[src/rtl/fpu_pkg.sv]
// Shared FPU conversion types and constants for the widening converter.
// Holds format codes, FP64 constants, the converter state enum and a leading-zero helper.
package fpu_pkg;

    localparam logic [1:0] FP_TYPE_FP32   = 2'b00;
    localparam logic [1:0] FP_TYPE_FP64   = 2'b01;
    localparam logic [1:0] FP_TYPE_INT32  = 2'b10;
    localparam logic [1:0] FP_TYPE_UINT32 = 2'b11;

    localparam logic [63:0] FP64_CANON_NAN        = 64'h7FF8_0000_0000_0000;
    localparam logic [10:0] FP32_TO_FP64_BIAS_ADJ = 11'd896;
    localparam logic [10:0] INT_EXP_INIT          = 11'd1054;

    typedef enum logic [1:0] {
        IDLE,
        NORM,
        DONE
    } conv_state_t;

    // Leading-zero count of a non-zero 32-bit word.
    function automatic logic [4:0] lzc32(input logic [31:0] v);
        logic [4:0] n;
        logic       found;
        n     = 5'd0;
        found = 1'b0;
        for (int i = 31; i >= 0; i--) begin
            if (!found) begin
                if (v[i]) found = 1'b1;
                else      n = n + 5'd1;
            end
        end
        return n;
    endfunction

endpackage

[src/rtl/dp_encoder.sv]
// Packs sign, 11-bit biased exponent and 52-bit fraction into an FP64 word.
module dp_encoder (
    input  logic        sign,
    input  logic [10:0] exponent,
    input  logic [51:0] fraction,
    output logic [63:0] fp64
);

    assign fp64 = {sign, exponent, fraction};

endmodule

[src/rtl/sp_to_dp_convert.sv]
// FP32/INT32/UINT32 to FP64 widening converter with iterative normalization.
// Define FPU_FAST_NORM_EN to normalize in one step at accept (NORM never entered).
module sp_to_dp_convert
    import fpu_pkg::*;
(
    input  logic        clk,
    input  logic        rst_n,
    input  logic        in_valid,
    output logic        in_ready,
    input  logic [31:0] operand_in,
    input  logic [1:0]  input_type,
    output logic        out_valid,
    input  logic        out_ready,
    output logic [63:0] result,
    output logic        flag_invalid,
    output logic        flag_overflow,
    output logic        flag_underflow,
    output logic        flag_inexact
);

    conv_state_t state, state_next;

    logic               sign_q;
    logic [10:0]        we_q;
    logic [31:0]        wm_q;
    logic               nv_q;

    logic               accept;
    logic [7:0]         sp_exp;
    logic [22:0]        sp_frac;
    logic               int_sign;
    logic signed [31:0] op_signed;
    logic [31:0]        int_mag;

    logic               init_sign;
    logic [10:0]        init_we;
    logic [31:0]        init_wm;
    logic               init_nv;
    logic               init_norm;

    logic [10:0]        load_we;
    logic [31:0]        load_wm;
    logic               load_norm;

    assign accept    = in_valid && in_ready;
    assign sp_exp    = operand_in[30:23];
    assign sp_frac   = operand_in[22:0];
    assign int_sign  = (input_type == FP_TYPE_INT32) && operand_in[31];
    assign op_signed = signed'(operand_in);
    assign int_mag   = int_sign ? unsigned'(-op_signed) : operand_in;

    // Every class is expressed as sign/exponent/mantissa; mantissa bit 31 is the hidden one.
    always_comb begin
        init_sign = 1'b0;
        init_we   = 11'd0;
        init_wm   = 32'd0;
        init_nv   = 1'b0;
        init_norm = 1'b0;
        case (input_type)
            FP_TYPE_FP32: begin
                if (sp_exp == 8'hFF) begin
                    if (sp_frac != 23'd0) begin
                        init_we = FP64_CANON_NAN[62:52];
                        init_wm = {1'b0, FP64_CANON_NAN[51:21]};
                        init_nv = ~sp_frac[22];
                    end else begin
                        init_sign = operand_in[31];
                        init_we   = 11'h7FF;
                    end
                end else if (sp_exp == 8'h00) begin
                    init_sign = operand_in[31];
                    if (sp_frac != 23'd0) begin
                        init_we   = FP32_TO_FP64_BIAS_ADJ + 11'd1;
                        init_wm   = {1'b0, sp_frac, 8'd0};
                        init_norm = 1'b1;
                    end
                end else begin
                    init_sign = operand_in[31];
                    init_we   = {3'd0, sp_exp} + FP32_TO_FP64_BIAS_ADJ;
                    init_wm   = {1'b1, sp_frac, 8'd0};
                end
            end
            FP_TYPE_FP64: begin
                init_we = FP64_CANON_NAN[62:52];
                init_wm = {1'b0, FP64_CANON_NAN[51:21]};
                init_nv = 1'b1;
            end
            default: begin
                if (int_mag != 32'd0) begin
                    init_sign = int_sign;
                    init_we   = INT_EXP_INIT;
                    init_wm   = int_mag;
                    init_norm = ~int_mag[31];
                end
            end
        endcase
    end

`ifdef FPU_FAST_NORM_EN
    logic [4:0] lz;

    assign lz        = lzc32(init_wm);
    assign load_wm   = init_norm ? (init_wm << lz) : init_wm;
    assign load_we   = init_norm ? (init_we - {6'd0, lz}) : init_we;
    assign load_norm = 1'b0;
`else
    assign load_wm   = init_wm;
    assign load_we   = init_we;
    assign load_norm = init_norm;
`endif

    always_ff @(posedge clk or negedge rst_n) begin
        if (!rst_n) begin
            state <= IDLE;
        end else begin
            state <= state_next;
        end
    end

    // NORM exits on the edge where the shifted mantissa gains its top bit.
    always_comb begin
        state_next = state;
        case (state)
            IDLE:    if (accept) state_next = load_norm ? NORM : DONE;
            NORM:    if (wm_q[30]) state_next = DONE;
            DONE:    if (out_ready) state_next = IDLE;
            default: state_next = IDLE;
        endcase
    end

    always_comb begin
        in_ready  = (state == IDLE);
        out_valid = (state == DONE);
    end

    always_ff @(posedge clk or negedge rst_n) begin
        if (!rst_n) begin
            sign_q <= 1'b0;
            we_q   <= 11'd0;
            wm_q   <= 32'd0;
            nv_q   <= 1'b0;
        end else if (accept) begin
            sign_q <= init_sign;
            we_q   <= load_we;
            wm_q   <= load_wm;
            nv_q   <= init_nv;
        end else if (state == NORM) begin
            wm_q <= {wm_q[30:0], 1'b0};
            we_q <= we_q - 11'd1;
        end
    end

    dp_encoder u_dp_encoder (
        .sign     (sign_q),
        .exponent (we_q),
        .fraction ({wm_q[30:0], 21'd0}),
        .fp64     (result)
    );

    assign flag_invalid   = nv_q;
    assign flag_overflow  = 1'b0;
    assign flag_underflow = 1'b0;
    assign flag_inexact   = 1'b0;

endmodule

[config.mk]
export PLATFORM = sky130hd
export DESIGN_NAME = sp_to_dp_convert
export DESIGN_NICKNAME = d
export VERILOG_FILES = /design/src/rtl/fpu_pkg.sv /design/src/rtl/dp_encoder.sv /design/src/rtl/sp_to_dp_convert.sv
export SDC_FILE = /design/constraint.sdc
export NUM_CORES = 1
export LEC_CHECK = 0
export ABC_AREA = 1
export BUFFER_PORTS_ARGS = -buffer_cell sky130_fd_sc_hd__buf_2
export CELL_PAD_IN_SITES_DETAIL_PLACEMENT = 1
export CELL_PAD_IN_SITES_GLOBAL_PLACEMENT = 1
export CORE_ASPECT_RATIO = 1.25
export CORE_MARGIN = 2
export CORE_UTILIZATION = 40
export CTS_BUF_LIST = sky130_fd_sc_hd__clkbuf_16
export DETAILED_ROUTE_END_ITERATION = 6
export PLACE_DENSITY_LB_ADDON = 0.1
export SETUP_SLACK_MARGIN = 0.3
export SYNTH_ARGS = -nofsm -noshare
export SYNTH_HDL_FRONTEND = slang
export SYNTH_HIERARCHICAL = 1
export SYNTH_SLANG_ARGS = --single-unit
[constraint.sdc]
create_clock -name clk -period 2.5 [get_ports clk]
set_input_delay 0.375 -clock clk [delete_from_list [all_inputs] [get_ports clk]]
set_output_delay 0.375 -clock clk [all_outputs]
set_load 0.05 [all_outputs]
Word level (Yosys, flattened, before mapping):

Index checks and enable logic that the tools add are counted.

* add/subtract/negate cells: 3
* eq/ne operators: 8
* mux-type cells: 33
* bitwise logic cells: 2
* reduce and logical (&&, ||, !) cells: 9

Operators with widths (count)
* $mux W31: 7
* $pmux W31 S2: 1
* $mux W11: 5
* $mux W32: 1
* $neg A32 Y32: 1
* $reduce_bool A32 Y1: 1
* $reduce_bool A23 Y1: 1
* $pmux W11 S2: 1
* $add A8 B10 Y11 const B: 1
* $sub A11 B1 Y11 const B: 1
* $mux W10: 1
* $mux W1: 9
* $eq A8 B8 Y1 const B: 1
* $logic_not A8 Y1: 1
* $mux W2: 4
* $pmux W1 S2: 3
* $pmux W2 S3: 1
* $eq A2 B1 Y1 const B: 2
* $eq A2 B2 Y1 const B: 2
* $logic_not A2 Y1: 2
* $ne A2 B1 Y1 const B: 2
* $reduce_and A3 Y1: 1
* $logic_and A1 B1 Y1: 2
* $ne A2 B2 Y1 const B: 1
* 2 further kinds: 3

* register bits after elaboration: 46
* bits of input ports: 38
* output and inout port bits: 70

Depth between registers and ports, before layout:

* depth after elaboration: 9
* mapped depth: 19

By module:

The synthesis kept the hierarchy.

By module, submodules not included
* sp_to_dp_convert: instances 1, cells an instance 621, area an instance 3821.2 um2
* dp_encoder: instances 1, cells an instance 64, area an instance 480.5 um2

Worst setup path after synthesis:

Ideal clock, no wire load.

* path type: register -> register
* from: register state[1]
* to: register wm_q[6]
* setup time: 0.087 ns
* arrival time: 2.347 ns
* path slack: 0.065 ns
* stages on the path, launching flop included: 8
* clock period less this slack: 2.435 ns
* path through: dfrtp_1 -> nor2_1 -> nand2_1 -> inv_1 -> clkbuf_1 -> clkbuf_1 -> nand3_1 -> a22oi_1

* word-level cells in the longest chain between the ends: 3

Ends and longest elaborated chain
* start, declared: line sp_to_dp_convert.sv:21 `conv_state_t state, state_next;`
* start signal, assigned: line sp_to_dp_convert.sv:116 `state <= state_next;`
* $logic_not A2 Y1 *: line sp_to_dp_convert.sv:132 `in_ready = (state == IDLE);`
* named net in_ready: line sp_to_dp_convert.sv:9 `output logic in_ready,`
* $logic_and A1 B1 Y1 *: line sp_to_dp_convert.sv:45 `assign accept = in_valid && in_ready;`
* $mux W31 / $reduce_bool A2 Y1 (equally long branches)
* end signal, assigned: line sp_to_dp_convert.sv:145 `wm_q <= load_wm;`
* end signal, assigned: line sp_to_dp_convert.sv:148 `wm_q <= {wm_q[30:0], 1'b0};`
* end, declared: line sp_to_dp_convert.sv:25 `logic [31:0] wm_q;`

Mark *: on every way through the listed nets, which the timed path passes. The rest lies on a longest branch.
A chain may end at the register's enable or synchronous reset.

Worst setup path in the final report:

* from: input port input_type[0]
* to: register we_q[1]

* word-level cells in the longest chain between the ends: 7

Ends and longest elaborated chain
* start, declared: line sp_to_dp_convert.sv:11 `input logic [1:0] input_type,`
* $eq A2 B2 Y1: line sp_to_dp_convert.sv:48 `assign int_sign = (input_type == FP_TYPE_INT32) && operand_in[31];`
* $logic_and A1 B1 Y1: line sp_to_dp_convert.sv:48
* $mux W32: line sp_to_dp_convert.sv:50 `assign int_mag = int_sign ? unsigned'(-op_signed) : operand_in;`
* $reduce_bool A32 Y1: line sp_to_dp_convert.sv:89 `if (int_mag != 32'd0) begin`
* $mux W11: line sp_to_dp_convert.sv:89
* $pmux W11 S2 *: line sp_to_dp_convert.sv:59 `case (input_type)`
* $mux W11 *: line sp_to_dp_convert.sv:142 `end else if (accept) begin`
* end signal, assigned: line sp_to_dp_convert.sv:144 `we_q <= load_we;`
* end signal, assigned: line sp_to_dp_convert.sv:149 `we_q <= we_q - 11'd1;`
* end, declared: line sp_to_dp_convert.sv:24 `logic [10:0] we_q;`

Every way passes the cells marked *; elsewhere a longest branch is shown, timed or not.

==> summary.md <==
| Metric | Value |
|---|---|
| CP Data Required Time | `2.68 ns` |
| Most common cell in the netlist | `nand2_1` |
| Layout cells sized above 1 | `26.6%` |
| Vias per inst | `5.33` |
| Core Rows | `42` |
| Mapped Area | `4300 um^2` |
| Non-Filler Instances | `892` |
| Core area | `10500 um^2` |
| Die ar. | `11600 um^2` |
| CTS sink cnt | `46` |
| HPWL after DPL | `12800 um` |
| Die Y | `120 um` |
| GRT Overall Usage | `27.2%` |
| Finish-stage setup viols | `0` |
| Clk Latency, worst-skew pair | `0.29 ns` |
| CP max stage delay | `0.21 ns` |
| Clk slew on worst S/H paths | `0.07 ns` |
| FFs w/ async S/R, synth | `100%` |
| Syn-to-layout area delta | `20.3%` |
| Critical Path End Type | `flop` |
| Crit path time final | `2.08 ns` |
| Clk_skew | `0.00551 ns` |
| Leak | `2.61 nW` |
| Critical path, cell by cell | `buf_2 > inv_4 > nand2_4 > nor2_4 > buf_12 > buf_6 > o21ai_4 > buf_6 > nand2_1 > nand2_1 > nor2_2 > nand2_1 > nor3_2 > nand4_1 > buf_6 > nand3_2 > a21boi_1` |
| Worst slack at placement | `-0.330 ns` |
| Max transition margin | `64.1%` |
| Die width | `96.8 um` |
| Family with the most delay on the worst path | `simple AND/OR/NAND/NOR gates` |
| # diodes | `0` |
| Commonest cells post-synth | `nand2_1 (189), nor2_1 (84), buf_4 (68)` |
| CP Max Fanout | `7` |
| Number of library cell types mapped by synthesis | `40` |
| Post-synth top area share | `26.8%` |
| Placed cell areas | `4650 um^2` |
| Switch share | `57.4%` |
| Worst VDD drop | `0.000789 V` |
| Initial DRT Pass Iterations | `4` |
| CP arrival | `2.25 ns` |
| H-tree depth | `2` |
| Most used DFF post-synth | `dfrtp_1` |
| Initial core utilization | `40.9%` |
| RSZ-0062 raised after global routing | `false` |
| Yosys top cell by area | `dfrtp_1` |
| Gpl congestion | `0.931` |
| DRC violation count after routing | `0` |
| Via count | `4752` |
| Total wire length | `16500 um` |
| Synth Register Bits | `46` |
| Slew @ Worst Pin | `0.538 ns` |
| Root Buffer | `clkbuf_16` |
| CP max stage cell | `nor3_2` |
| Vias in the first global route | `4731` |
| Avg WL per Cell | `18.5 um` |
| Gr ovfl total | `0` |
| First-pass GRT wire length | `25300 um` |
| Post-route design area | `5170 um^2` |
| Clock Power Share | `12.1%` |
| WP buf/inv | `6` |
| Crit share post-route | `83.1%` |
| Pwr Density | `1070 nW/um^2` |
| Post-synth EDFFs | `0` |
| Max-cap violation count | `0` |
| Ys Warns | `6` |
| Largest cells by area after synthesis | `dfrtp_1 (27%), nand2_1 (16%), buf_4 (12%), nor2_1 (7.3%), o21ai_0 (7.1%)` |
| TritonCTS clock tree | `done` |
| DR iter-0 viols | `248` |
| Setup ws final | `0.422 ns` |
| Sequential Power Share | `25.8%` |
| Seq/Total Area, Yosys | `26.8%` |
| Final count of hold timing violations | `0` |
| Switching pwr | `3.17 mW` |
| PortBufs | `83` |
| Critical path class | `in2reg` |
| Placed Instances | `869` |
| Crit start category | `primary input` |
| Mapped Cells | `685` |
| Largest net degree at the start of global routing | `49` |
| Run status | `completed` |
| Clock Path Buffers | `2` |
| Hold Crit Class | `in2reg` |
| Pins over their slew limit | `0` |
| Total CTS buffers | `5` |
| Comb pwr share | `62.0%` |
| Syn_area_per_cell | `6.28 um^2` |
| Max Clk Rate | `481 MHz` |
| Routed Antenna Nets | `0` |
| IO Count | `108` |
| Fin nets | `799` |
| Total internal power | `2.35 mW` |
| Initial antenna violation count | `0` |
-- path summary, 6_finish.rpt --
path | startpoint | end | slack [ns] | cells after the start
setup / recovery | input_type[0] | we_q[1]$_DFFE_PN0P_ | 0.42 | 17
hold / removal | out_ready | state[1]$_DFFE_PN0P_ | 0.33 | 4
setup reg to reg | we_q[0]$_DFFE_PN0P_ | we_q[10]$_DFFE_PN0P_ | 0.51 | 11
hold reg to reg | wm_q[12]$_DFFE_PN0P_ | wm_q[12]$_DFFE_PN0P_ | 0.51 | 2
max in group asynchronous | rst_n | flag_invalid$_DFFE_PN0P_ | 1.57 | 3
min in group asynchronous | rst_n | wm_q[8]$_DFFE_PN0P_ | 0.40 | 2
-- worst min-delay path, cell delays in order --
cell and delay, ns:
buf_2 0.08, inv_1 0.03, nand2_1 0.06, nand2_1 0.05
-- cells in the final DEF (no fill, tap or decap), types with 5 or more instances in the layout --
cell	count
a21oi_1	24
a221oi_1	12
a22oi_1	5
buf_2	82
buf_4	40
buf_6	7
clkbuf_16	7
conb_1	24
dfrtp_1	46
inv_1	60
nand2_1	173
nand2_2	15
nand2_4	6
nand3_1	42
nand3_2	5
nor2_1	66
nor2_2	18
nor2_4	6
nor3_1	5
o211ai_1	6
o21ai_0	61
-- layout make-up --
class                           instances  area [um^2]
Fill cell                            1468         5340
Multi-Input combinational cell        507         2580
Sequential cell                        46         1150
Timing Repair Buffer                  134          890
Inverter                               65          249
Tap cell                              132          165
Clock buffer                            5          125
Clock inverter                          3         17.5
-- power groups by stage --
stage,Combinational (mW),Sequential (mW),Clock [mW]
floorplan,3.03,1.38,0
global placement,3.32,1.41,0
detailed placement,3.38,1.44,0
CTS,3.39,1.43,0.688
global route,3.68,1.49,0.705
finish,3.43,1.43,0.670
-- sequential cells by signal (all words and copies together), names as in the netlist --
| register | count |
|---|---|
| flag_invalid | 1 |
| state | 2 |
| sign_q | 1 |
| wm_q | 31 |
| we_q | 11 |
-- through the flow --
step | setup TNS, ns | utilization, % | total power, mW | hold slack, ns
3_5_place_dp | -2.30 | 44.2 | 4.81 | 0.176
2_1_floorplan | 0 | - | 4.41 | 0.0794
4_1_cts | 0 | 46.1 | 5.51 | 0.335
3_3_place_gp | -1.75 | 44.2 | 4.73 | 0.175
5_1_grt | 0 | 49.2 | 5.88 | 0.350
6_report | 0 | 49.2 | 5.53 | 0.332
-- repair_timing --
item	CTS	global route
setup buffers	3	9
gates cloned	0	2
endpoints found under the hold margin	2	0
setup endpoints to repair	10	11
hold buffers	1	0
pin swaps	5	28
resized for setup	6	60
-- layer usage --
layer	up-vias	wire length, um	global-route usage [%]
li1	2292	-	-
met1	2283	6860	35.1
met2	139	8310	47.3
met3	38	802	2.56
met4	0	556	9.95
met5	-	0	0
-- cells by family after synthesis --
logic type / share of synthesized area [%]
buffers and inverters: 19.9
AND/OR/NAND/NOR: 33.5
flip-flops: 26.8
adder cells (fa/ha/maj): 0.582
AO/OA/AOI/OAI: 18.4
other: 0.0872
XOR/XNOR: 0.814
(Power assumes the default switching activity.)
